**config.mk**
```make
export PLATFORM = sky130hd
export DESIGN_NAME = vend_status_tx
export DESIGN_NICKNAME = d
export VERILOG_FILES = /design/src/rtl/vend_pkg.sv /design/src/rtl/uart_tx_byte.sv /design/src/rtl/vend_status_tx.sv
export SDC_FILE = /design/constraint.sdc
export NUM_CORES = 1
export LEC_CHECK = 0
export BUFFER_PORTS_ARGS = -buffer_cell sky130_fd_sc_hd__buf_2
export CAP_MARGIN = 20
export CORE_UTILIZATION = 35
export DETAILED_ROUTE_END_ITERATION = 8
export HOLD_SLACK_MARGIN = 0.03
export SLEW_MARGIN = 20
export SYNTH_ARGS = -nofsm -noshare
export SYNTH_HDL_FRONTEND = slang
export SYNTH_SLANG_ARGS = --single-unit
```
**constraint.sdc**
```tcl
create_clock -name clk -period 6.2 [get_ports clk]
set_input_delay 0.62 -clock clk [delete_from_list [all_inputs] [get_ports clk]]
set_output_delay 0.62 -clock clk [all_outputs]
set_load 0.01 [all_outputs]
```
**src/rtl/vend_pkg.sv**
```systemverilog
// Shared definitions for the vending status transmitter: event codes, ASCII
// constants, FSM state types and the nibble-to-hex helper.
package vend_pkg;

  localparam int DEFAULT_CLKS_PER_BIT = 434;

  typedef enum logic [1:0] {
    EV_IDLE     = 2'd0,
    EV_PRICE    = 2'd1,
    EV_DISPENSE = 2'd2,
    EV_RSVD     = 2'd3
  } ev_code_e;

  localparam logic [7:0] ASCII_I    = 8'h49;
  localparam logic [7:0] ASCII_P    = 8'h50;
  localparam logic [7:0] ASCII_D    = 8'h44;
  localparam logic [7:0] ASCII_QM   = 8'h3F;
  localparam logic [7:0] ASCII_LF   = 8'h0A;
  localparam logic [7:0] ASCII_ZERO = 8'h30;

  typedef enum logic [1:0] {
    B_IDLE = 2'd0,
    START  = 2'd1,
    DATA   = 2'd2,
    STOP   = 2'd3
  } byte_state_e;

  typedef enum logic {
    S_IDLE = 1'b0,
    S_SEND = 1'b1
  } seq_state_e;

  function automatic logic [7:0] hex_ascii(input logic [3:0] nib);
    if (nib < 4'd10) return ASCII_ZERO + {4'h0, nib};
    else             return 8'h37 + {4'h0, nib};
  endfunction

  function automatic logic [7:0] tag_ascii(input ev_code_e code);
    case (code)
      EV_IDLE:     return ASCII_I;
      EV_PRICE:    return ASCII_P;
      EV_DISPENSE: return ASCII_D;
      default:     return ASCII_QM;
    endcase
  endfunction

endpackage

```
**src/rtl/uart_tx_byte.sv**
```systemverilog
// 8N1 UART byte transmitter, LSB first. A start presented in the last STOP
// cycle chains the next frame with no idle gap.
module uart_tx_byte
  import vend_pkg::*;
#(
  parameter int CLKS_PER_BIT = DEFAULT_CLKS_PER_BIT
) (
  input  logic       clk,
  input  logic       reset,
  input  logic       start,
  input  logic [7:0] data,
  output logic       tx,
  output logic       done,
  output logic       active
);

  localparam logic [15:0] CNT_LAST = 16'(CLKS_PER_BIT - 1);

  byte_state_e state_q, state_d;
  logic [15:0] cnt_q, cnt_d;
  logic [2:0]  bit_idx_q, bit_idx_d;
  logic [7:0]  shift_q, shift_d;
  logic        tx_q, tx_d;
  logic        last_cnt;

  assign last_cnt = (cnt_q == CNT_LAST);

  always_ff @(posedge clk) begin
    if (reset) begin
      state_q   <= B_IDLE;
      cnt_q     <= '0;
      bit_idx_q <= '0;
      shift_q   <= '0;
      tx_q      <= 1'b1;
    end else begin
      state_q   <= state_d;
      cnt_q     <= cnt_d;
      bit_idx_q <= bit_idx_d;
      shift_q   <= shift_d;
      tx_q      <= tx_d;
    end
  end

  always_comb begin
    state_d   = state_q;
    cnt_d     = cnt_q;
    bit_idx_d = bit_idx_q;
    shift_d   = shift_q;
    tx_d      = tx_q;
    if (state_q != B_IDLE) cnt_d = last_cnt ? '0 : cnt_q + 16'd1;
    case (state_q)
      B_IDLE: begin
        if (start) begin
          state_d = START;
          cnt_d   = '0;
          shift_d = data;
          tx_d    = 1'b0;
        end
      end
      START: begin
        if (last_cnt) begin
          state_d   = DATA;
          bit_idx_d = '0;
          tx_d      = shift_q[0];
        end
      end
      DATA: begin
        if (last_cnt) begin
          if (bit_idx_q == 3'd7) begin
            state_d = STOP;
            tx_d    = 1'b1;
          end else begin
            bit_idx_d = bit_idx_q + 3'd1;
            shift_d   = {1'b0, shift_q[7:1]};
            tx_d      = shift_q[1];
          end
        end
      end
      STOP: begin
        if (last_cnt) begin
          if (start) begin
            state_d = START;
            shift_d = data;
            tx_d    = 1'b0;
          end else begin
            state_d = B_IDLE;
          end
        end
      end
      default: state_d = B_IDLE;
    endcase
  end

  always_comb begin
    tx     = tx_q;
    done   = (state_q == STOP) && last_cnt;
    active = (state_q != B_IDLE);
  end

endmodule

```
**src/rtl/vend_status_tx.sv**
```systemverilog
// Vending status reporter: captures one event and sends a 4-byte ASCII
// message (tag, item digit, price hex digit, LF) over the UART byte engine.
module vend_status_tx
  import vend_pkg::*;
#(
  parameter int CLKS_PER_BIT = DEFAULT_CLKS_PER_BIT
) (
  input  logic       clk,
  input  logic       reset,
  input  logic       event_valid,
  input  logic [1:0] event_code,
  input  logic [1:0] event_item,
  input  logic [3:0] event_price,
  output logic       event_ready,
  output logic       tx,
  output logic       busy
);

  seq_state_e state_q, state_d;
  logic [1:0] idx_q, idx_d;
  ev_code_e   code_q, code_d;
  logic [1:0] item_q, item_d;
  logic [3:0] price_q, price_d;

  logic       accept;
  logic       eng_start;
  logic [7:0] eng_data;
  logic       eng_done;
  logic       eng_active;

  function automatic logic [7:0] msg_byte(input logic [1:0] idx, input ev_code_e code,
                                          input logic [1:0] item, input logic [3:0] price);
    case (idx)
      2'd0:    return tag_ascii(code);
      2'd1:    return ASCII_ZERO + {6'd0, item};
      2'd2:    return hex_ascii(price);
      default: return ASCII_LF;
    endcase
  endfunction

  always_ff @(posedge clk) begin
    if (reset) begin
      state_q <= S_IDLE;
      idx_q   <= '0;
      code_q  <= EV_IDLE;
      item_q  <= '0;
      price_q <= '0;
    end else begin
      state_q <= state_d;
      idx_q   <= idx_d;
      code_q  <= code_d;
      item_q  <= item_d;
      price_q <= price_d;
    end
  end

  always_comb begin
    state_d = state_q;
    idx_d   = idx_q;
    code_d  = code_q;
    item_d  = item_q;
    price_d = price_q;
    case (state_q)
      S_IDLE: begin
        if (accept) begin
          state_d = S_SEND;
          idx_d   = '0;
          code_d  = ev_code_e'(event_code);
          item_d  = event_item;
          price_d = event_price;
        end
      end
      S_SEND: begin
        if (eng_done) begin
          if (idx_q == 2'd3) state_d = S_IDLE;
          else               idx_d   = idx_q + 2'd1;
        end
      end
      default: state_d = S_IDLE;
    endcase
  end

  // B0 is launched straight from the inputs so its start bit lands on the
  // cycle after accept; later bytes come from the captured copy.
  always_comb begin
    event_ready = (state_q == S_IDLE) && !eng_active;
    busy        = !event_ready;
    accept      = event_valid && event_ready;
    eng_start   = 1'b0;
    eng_data    = msg_byte(idx_q + 2'd1, code_q, item_q, price_q);
    if (accept) begin
      eng_start = 1'b1;
      eng_data  = msg_byte(2'd0, ev_code_e'(event_code), event_item, event_price);
    end else if (state_q == S_SEND && eng_done && idx_q != 2'd3) begin
      eng_start = 1'b1;
    end
  end

  uart_tx_byte #(
    .CLKS_PER_BIT(CLKS_PER_BIT)
  ) u_byte (
    .clk    (clk),
    .reset  (reset),
    .start  (eng_start),
    .data   (eng_data),
    .tx     (tx),
    .done   (eng_done),
    .active (eng_active)
  );

endmodule

```
======== Word-level counts from Yosys, hierarchy flattened ========
Index checks and enable logic that the tools add are counted.
storage, ports and cells
  word-level logic and storage cells ...... 101
  output and inout bits ................... 3
  flip-flop bits (word level) ............. 41
  input port bits ......................... 11
operators by class
  equal/unequal tests ..................... 22
  order comparisons ....................... 1
  reduce and logical (&&, ||, !) cells .... 20
  multiplexer cells ....................... 41
  add/subtract/negate cells ............... 6
  bitwise operators ....................... 1
operators by type and width
  operator                 count
  $mux W16                 4
  $pmux W8 S3              2
  $pmux W7 S3              2
  $mux W8                  5
  $add A16 B1 Y16 const B  1
  $eq A16 B9 Y1 const B    1
  $mux W2                  8
  $add A6 B4 Y7 const A    2
  $eq A2 B2 Y1 const B     6
  $mux W1                  11
  $ne A2 B1 Y1 const B     5
  $ne A2 B2 Y1 const B     5
  $mux W3                  3
  $eq A2 B1 Y1 const B     4
  $logic_not A2 Y1         4
  $pmux W2 S4              1
  $reduce_and A4 Y1        2
  $add A6 B2 Y7 const A    1
  $mux W7                  1
  $pmux W3 S2              1
  $reduce_and A3 Y1        2
  $logic_and A1 B1 Y1      5
  $reduce_and A5 Y1        1
  $lt A4 B4 Y1 const B     1
  other kinds (11)         13

======== Longest topological paths before layout ========
Gate-level depths: netlist of run 1.
  depth in word-level cells ............... 9
  gate-level depth with buffers ........... 9
  depth with buffers taken out ............ 7

======== Hierarchy ========
A second synthesis of run 1 with hierarchy kept.
second synthesis, totals
  cell total of the unflattened synthesis .. 323
  area, all modules ....................... 2,627.5 µm²
modules (own cells, without submodules)
  module          seq. area each (µm²)  instances  cells each  area each (µm²)
  uart_tx_byte    600.6                 1          210         1,794.2
  vend_status_tx  220.2                 1          113         833.3

======== Least setup slack after synthesis of run 1 ========
Ideal clock, no wire load.
  path kind ............................... flip-flop to flip-flop
  start point ............................. register u_byte.state_q[0]
  end point ............................... register u_byte.shift_q[5]
  data arrival time ....................... 2,167 ps
  buffers on the path ..................... 2
  setup slack ............................. 3,912 ps
  clock period less this slack ............ 2,288 ps
  setup time .............................. 121 ps
  cell stages (with the launch flop) ...... 10
  required time ........................... 6,079 ps
  cells stage by stage .................... dfxtp_1 -> inv_1 -> ha_1 -> and3b_1 -> buf_2 -> o21a_2 -> a21oi_2 -> o21a_1 -> buf_6 -> mux2_4
on the way
  word-level cells in the longest chain between the ends .. 9
  elaborated cells on any way between the ends .. 21
  classes of those cells .................. eq/ne: 5; mux: 6; reduce/logical: 10
ends and longest elaborated chain
  item                               line                                    RTL
  start: declaration                 uart_tx_byte.sv:19                      byte_state_e state_q, state_d;
  start signal: assignment           uart_tx_byte.sv:36                      state_q <= state_d;
  $eq A2 B2 Y1                       uart_tx_byte.sv:51, uart_tx_byte.sv:96
  $logic_and A1 B1 Y1                uart_tx_byte.sv:96                      done = (state_q == STOP) && last_cnt;
  $logic_and A1 B1 Y1 (2 in series)  vend_status_tx.sv:94                    end else if (state_q == S_SEND && eng_done && idx_q != 2'd3) begin
  $mux W1                            vend_status_tx.sv:94
  $mux W1                            vend_status_tx.sv:91                    if (accept) begin
  $mux W8                            uart_tx_byte.sv:53, uart_tx_byte.sv:81
  $mux W8                            uart_tx_byte.sv:80                      if (last_cnt) begin
  $pmux W8 S3                        uart_tx_byte.sv:51                      case (state_q)
  end signal: assignment             uart_tx_byte.sv:39                      shift_q <= shift_d;
  end: declaration                   uart_tx_byte.sv:22                      logic [7:0] shift_q, shift_d;
Parallel ways exist; a longest one is shown, timed or not. The select of a mux whose other input is x is not followed.
A chain may end at the register's enable or synchronous reset.

======== Final worst setup path of run 1 ========
Ends and elaborated chain as after synthesis.

==> results by group, run 1 <==
Status
  – Status: completed

Min path
  – Hold path startpoint: u_byte.shift_q[6]
  – Worst hold path class: reg2reg

STA
  – Final slew viol count: 0
  – Setup tns final: 0 ns
  – Worst Clk Skew: 0.00467 ns
  – Fin. Hold Viols: 0
  – Slew @ Worst Pin: about 0.82 ns
  – Fmax: 357 MHz
  – Headroom to the max-slew limit: 45.4%
  – Min Hold Slack: 0.464 ns
  – Tmin final: 2.80 ns
  – Setup Viol. Count Final: 0
  – RSZ-0062 raised after global routing: no
  – Period utilization: roughly 45%

Detailed routing
  – Detail-routed via count per cell: 5.41
  – Post-route ant nets: 0
  – Drt total wl: roughly 6000 um
  – WL/cell: between 10 and 15 um
  – Initial drt markers: 105
  – DRC Markers: 0
  – Vias: 2,308
  – DR pass1 iterations: 5

Critical path
  – RR Startpoint: u_byte.state_q[0]
  – Crit Path Max Fanout: 17
  – WP data arrival: between 2 and 3 ns
  – Critical path, cell by cell: inv_1 -> ha_1 -> and3b_1 -> o21a_2 -> a21oi_2 -> o21a_1 -> mux2_4
  – Crit path from: u_byte.state_q[0]
  – Worst R2R Setup Slack: 3.40 ns
  – CP Capture Type: flip-flop
  – Buf/Inv on CP: 1
  – Setup CP Type: reg2reg
  – WP data required: 6.39 ns
  – Cell family with most CP delay: compound AO/OA/AOI/OAI gates
  – Worst path slowest cell: and3b_1
  – Setup crit start kind: flip-flop
  – CP max stage delay: around 0.67 ns

Clock network
  – Post_cts resized: 0
  – H-tree levels: 2
  – Clk_lat worst skew: around 0.29 ns
  – CTS sink count: 40
  – Total CTS buffers: 5
  – CTS Hold Bufs: 0
  – CTS tree: done
  – CTS Buffer Depth: 2
  – Clock root cell: clkbuf_8
  – Postcts setup bufs: 0
  – Clk slew on worst S/H paths: about 0.080 ns

Yosys
  – Synth warnings: 0
  – Main synth FF type: dfxtp_1
  – Post-synth EDFFs: 0
  – Mapped cell area: 2640 um^2
  – Post-Synthesis Cells: 324
  – Post-synthesis sequential area ratio: 30.3%
  – Avg Inst Size Synth: 8.15 um^2
  – Syn_nets: 356
  – Synth cell types: 66
  – Synth async-reset ratio: 0%
  – Flip-flop and latch count after synthesis: 40

GRT
  – Gr ovfl total: 0
  – Number of global-route vias before repair: 2,197
  – Global-route wire length before repair: 10,000 um
  – Pin count of the biggest net entering global routing: 38
  – Antenna violations before repair: 0
  – GRT Util Overall: 16.4%

Cells and area
  – Area Overhead vs Synth: 8.25%
  – Sequential Area: 801 um^2
  – Multi-input gate area: between 1500 and 2000 um^2
  – Share of cells above drive strength 1: 11.0%
  – Final nets: 359
  – N_diodes: 0
  – Layout fillers: 761
  – Finished Cell Area: ~2900 um^2
  – Finished Layout Cells: 427

Floorplan
  – Initial core utilization: 36.4%
  – Number of top-level pins: 14
  – Die ar.: 7890 um^2
  – Core footprint: 7250 um^2
  – Die Y: about 90 um
  – # rows: 31
  – Die Span X: slightly below 90 um

Run
  – Max_cap viols: 0

Power and ir drop
  – Power Total: about 950 uW
  – Leak Pwr: 0.00108 uW
  – Power Density: 331 nW/um^2
  – Peak VDD IR: 0.145 mV

Placement
  – Placed inst area: 2750 um^2
  – I/O Buffers: 13
  – Dpl hpwl: 4250 um
  – Routability cong.: 0.797
  – Placed cell count: 419
==> final timing paths <==
path	endpoint	cells past startpoint
max	u_byte.shift_q[5]	7
min reg2reg	u_byte.shift_q[6]	2
min	u_byte.shift_q[6]	2
max reg2reg	u_byte.shift_q[5]	7
==> synthesized netlist by cell type, types with 3 or more instances <==
library cell  number  area, um^2
o21a_1             3        22.5
a211oi_1           6        45.0
a311oi_1           5        43.8
a21oi_1           27         135
and3_1             3        18.8
a31oi_1            4        25.0
nor2_1            16        60.1
o21ai_1            4        20.0
o21ai_0           18        90.1
inv_1             19        71.3
clkbuf_1          11        41.3
nor3_1             5        25.0
and2_1             3        18.8
dfxtp_1           40         801
nand2_1           51         191
mux2i_1            6        60.1
nand3_1            9        45.0
ha_1              21         263
a22oi_1            3        22.5
o31ai_1            3        22.5
or3_1              4        25.0
buf_2              3        15.0
a21boi_0           4        30.0
nor2b_1            5        31.3
==> registers in the layout, indices dropped and copies added (netlist names) <==
name	flops
code_q	2
idx_q	2
item_q	2
price_q	4
state_q	1
u_byte.bit_idx_q	3
u_byte.cnt_q	16
u_byte.shift_q	7
u_byte.state_q	2
u_byte.tx	1
==> report_power, final <==
group	internal [uW]	switching (uW)	total (uW)
registers	294	35.6	329
logic	150	251	401
clock network	120	96.4	216
==> layout by cell type (no fill, tap or decap), drive strengths merged, types with 4 or more instances in the layout <==
cell type,n
nand2,51
a211oi,7
nor2,16
nand3,10
o21a,4
dfxtp,40
buf,13
inv,19
clkbuf,6
nor2b,5
mux2i,6
a21boi,4
or3,4
a21oi,28
a31oi,4
ha,21
nor3,6
a311oi,5
o21ai,22
==> cell families (layout without fill, tap and decap cells) <==
group	after synthesis	after routing	share of synthesized area (%)
fa+ha+maj	21	21	9.95
buf+inv	36	40	5.69
mux	7	7	2.84
flops	40	40	30.3
xor+xnor	2	2	0.664
simple gates	115	115	22.6
compound gates	103	103	28.0
==> per-stage QoR <==
stage                     setup slack, ns  utilization (%)
after floorplan                      3.91                -
after global placement               3.47             37.9
after detailed placement             3.40             37.9
after CTS                            3.39             39.4
after global routing                 3.21             39.4
final                                3.40             39.4
==> routing by layer <==
| metal | share of wire (%) | wire length [um] | up-vias | track usage, % |
|---|---|---|---|---|
| li1 | - | - | 1187 | - |
| met1 | 50 | 3010 | 1086 | 21.2 |
| met2 | 47 | 2830 | 26 | 27.8 |
| met3 | 2.4 | 146 | 9 | 2.80 |
| met4 | 0.93 | 56 | 0 | 5.28 |
| met5 | 0 | 0 | - | 0 |
==> worst min-delay path: cells and delay by family (launching register included) <==
kind / cells / cell delay (ns)
muxes: 1 / 0.06
and+or+nand+nor: 1 / 0.05
DFF: 1 / 0.31
==> layout make-up <==
| class | count | share of cell area (%) |
|---|---|---|
| flip-flops and latches | 40 | 28.0 |
| repair buffers | 13 | 2.28 |
| clock inverters | 2 | 1.23 |
| inverters | 19 | 2.50 |
| well taps | 99 | 4.33 |
| multi-input cells | 248 | 59.1 |
| clock buffers | 6 | 2.54 |
No activity file was read; power rests on OpenSTA's default activity.
==> run 2: changes to the inputs <==
==> constraint.sdc (replaced) <==
create_clock -name clk -period 2.7 [get_ports clk]
set_input_delay 0.27 -clock clk [delete_from_list [all_inputs] [get_ports clk]]
set_output_delay 0.27 -clock clk [all_outputs]
set_load 0.01 [all_outputs]
==> run 2 against run 1 <==
Effect of this change: clock-buffer cell count is the same; maximum frequency up 20%; non-clock buffer count increased by 9; sequential power up 130%; cell area increased by 2.4%; via count grew 2.3%; critical path type unchanged; largest cell class unchanged; largest power group unchanged; highest routed layer unchanged.
==> results by group, run 2 (synthesized netlist as in run 1, its figures left out) <==
Floorplan
  – Number of top-level pins: 14 (unchanged)
  – Core footprint: 7250 um^2 (unchanged)
  – Initial core utilization: 36.4% (unchanged)
  – # rows: 31 (unchanged)
  – Die Y: 88.9 um (unchanged)
  – Die ar.: 7890 um^2 (unchanged)
  – Die Span X: 88.9 um (unchanged)

Cells and area
  – Most frequent cells in the layout: nand2_1, dfxtp_1, a21oi_1, ha_1, inv_1
  – Share of cells above drive strength 1: 13.4% (+2.4 points)
  – Area Overhead vs Synth: 10.8%
  – Final nets: 368 (+2.5%)
  – Finished Layout Cells: 436 (+2.1%)
  – Biggest registers after layout: u_byte.cnt_q x16, u_byte.shift_q x7, price_q x4
  – N_diodes: 0 (unchanged)
  – Layout fillers: 763 (+0.26%)
  – Max reg flops: 16 (unchanged)
  – Largest register by flop count: u_byte.cnt_q
  – Commonest non-fill, non-tap cell in the layout: nand2_1

Critical path
  – Setup crit start kind: flip-flop
  – CP Capture Type: flip-flop
  – WP data required: 2.88 ns (-3.51 ns)
  – Crit Path Max Fanout: 7 (-10)
  – WP data arrival: 2.52 ns (-0.47 ns)
  – Setup CP Type: reg2reg

Clock network
  – Postcts setup bufs: 0 (unchanged)
  – CTS Hold Bufs: 0 (unchanged)
  – Clk_lat worst skew: 0.29 ns (about the same)
  – Total CTS buffers: 5 (unchanged)
  – Clock root cell: clkbuf_8
  – CTS tree: done
  – CTS Buffer Depth: 2 (unchanged)
  – Clk slew on worst S/H paths: 0.08 ns (about the same)
  – H-tree levels: 2 (unchanged)
  – Post_cts resized: 0 (unchanged)
  – CTS sink count: 40 (unchanged)

Power and ir drop
  – Leak Pwr: 0.00113 uW (+4.1%)
  – Sw Ratio: 39.9% (-0.50 points)
  – Clock network fraction of total power: 22.3% (-0.5 points)
  – Reg power frac: 34.1% (-0.7 points)
  – Peak VDD IR: 0.324 mV (+120%)
  – Comb pwr share: 43.6% (+1.2 points)
  – Power Density: 758 nW/um^2 (+130%)
  – Pint: 1330 uW (+140%)
  – Sw Pwr: 885 uW (+130%)

STA
  – Period utilization: 86.5% (+41 points)
  – Final slew viol count: 0 (unchanged)
  – RSZ-0062 raised after global routing: no
  – Setup Viol. Count Final: 0 (unchanged)
  – Worst Clk Skew: 0.0102 ns (+0.00551 ns)
  – Headroom to the max-slew limit: 57.3% (+12 points)
  – Setup tns final: 0 ns (unchanged)
  – Fin. Hold Viols: 0 (unchanged)
  – Tmin final: 2.34 ns (-0.468 ns)
  – Fmax: 428 MHz (+20%)
  – Slew @ Worst Pin: 0.638 ns (-0.180 ns)

Placement
  – Routability cong.: 0.749 (-6.0%)
  – Dpl hpwl: 4310 um (+1.5%)
  – Placed cell count: 428 (+2.1%)
  – I/O Buffers: 13 (unchanged)

Detailed routing
  – WL/cell: 14.0 um (-1.2%)
  – DRC Markers: 0 (unchanged)
  – DR pass1 iterations: 5 (unchanged)
  – Vias: 2,361 (+2.3%)
  – Drt total wl: 6100 um (+0.93%)
  – Post-route ant nets: 0 (unchanged)
  – WL met1: 3000 um (-0.53%)
  – Metal3 WL: 176 um (+21%)
  – Max layer used: met4
  – DR WL met2: 2890 um (+2.2%)
  – Initial drt markers: 174 (+66%)
  – Detail-routed via count per cell: 5.42 (+0.18%)

Run
  – Max_cap viols: 0 (unchanged)

GRT
  – Pin count of the biggest net entering global routing: 37 (-2.6%)
  – Global-route wire length before repair: 10,300 um (+2.9%)
  – GRT Util Overall: 16.9% (+0.53 points)
  – Number of global-route vias before repair: 2,185 (-0.55%)
  – Antenna violations before repair: 0 (unchanged)
  – Gr ovfl total: 0 (unchanged)

Status
  – Status: completed

Min path
  – Worst hold path class: in2reg
## run 2: changes by cell type in the layout (fill, tap and decap cells not counted)
| cell | change |
|---|---|
| buf_4 | +9 |
## run 2: area by class of cell
class                      instances  area [um^2]  share of cell area [%]
timing repair buffer              22          133                    4.53
tap                               99          124                    4.23
multi-input combinational        248         1690                    57.7
clock inverter                     2         35.0                    1.20
clock buffer                       6         72.6                    2.48
sequential                        40          801                    27.4
inverter                          19         71.3                    2.44
## run 2: path summary, 6_finish.rpt
| kind | start | endpoint | slack [ns] | depth (start not counted) |
|---|---|---|---|---|
| setup / recovery | u_byte.state_q[0] | u_byte.shift_q[5] | 0.36 | 7 |
| hold / removal | event_price[1] | price_q[1] | 0.21 | 3 |
| setup reg to reg | u_byte.state_q[0] | u_byte.shift_q[5] | 0.36 | 7 |
| hold reg to reg | u_byte.shift_q[3] | u_byte.shift_q[3] | 0.46 | 2 |
## run 2: power by group through the flow
stage	combinational, uW	clock, uW	sequential (uW)
global route	1080	535	773
global placement	956	0	766
detailed placement	964	0	769
floorplan	740	0	746
CTS	971	505	756
finish	966	494	756
## run 2: metal layers
| layer | GRT usage (%) | vias to the layer above |
|---|---|---|
| li1 | - | 1212 |
| met1 | 22.4 | 1113 |
| met2 | 28.2 | 34 |
| met3 | 3.08 | 2 |
| met4 | 4.84 | 0 |
| met5 | 0 | - |
## run 2: stage by stage
| stage | worst slack (ns) | hold WS [ns] | cell area [um^2] | utilization [%] | power [uW] |
|---|---|---|---|---|---|
| after floorplan | 0.412 | 0.406 | 2640 | - | 1490 |
| after global placement | 0.447 | 0.443 | 2820 | 38.8 | 1720 |
| after detailed placement | 0.379 | 0.447 | 2820 | 38.8 | 1730 |
| after CTS | 0.375 | 0.204 | 2930 | 40.3 | 2230 |
| after global routing | 0.218 | 0.213 | 2930 | 40.3 | 2390 |
| final | 0.364 | 0.213 | 2930 | 40.3 | 2220 |
## run 2: critical path: stages (launching register included)
cell and delay (ns):
dfxtp_1 0.44, inv_1 0.14, ha_1 0.23, and3b_1 0.19, o21a_2 0.27, a21oi_2 0.22
o21a_1 0.40, mux2_4 0.33
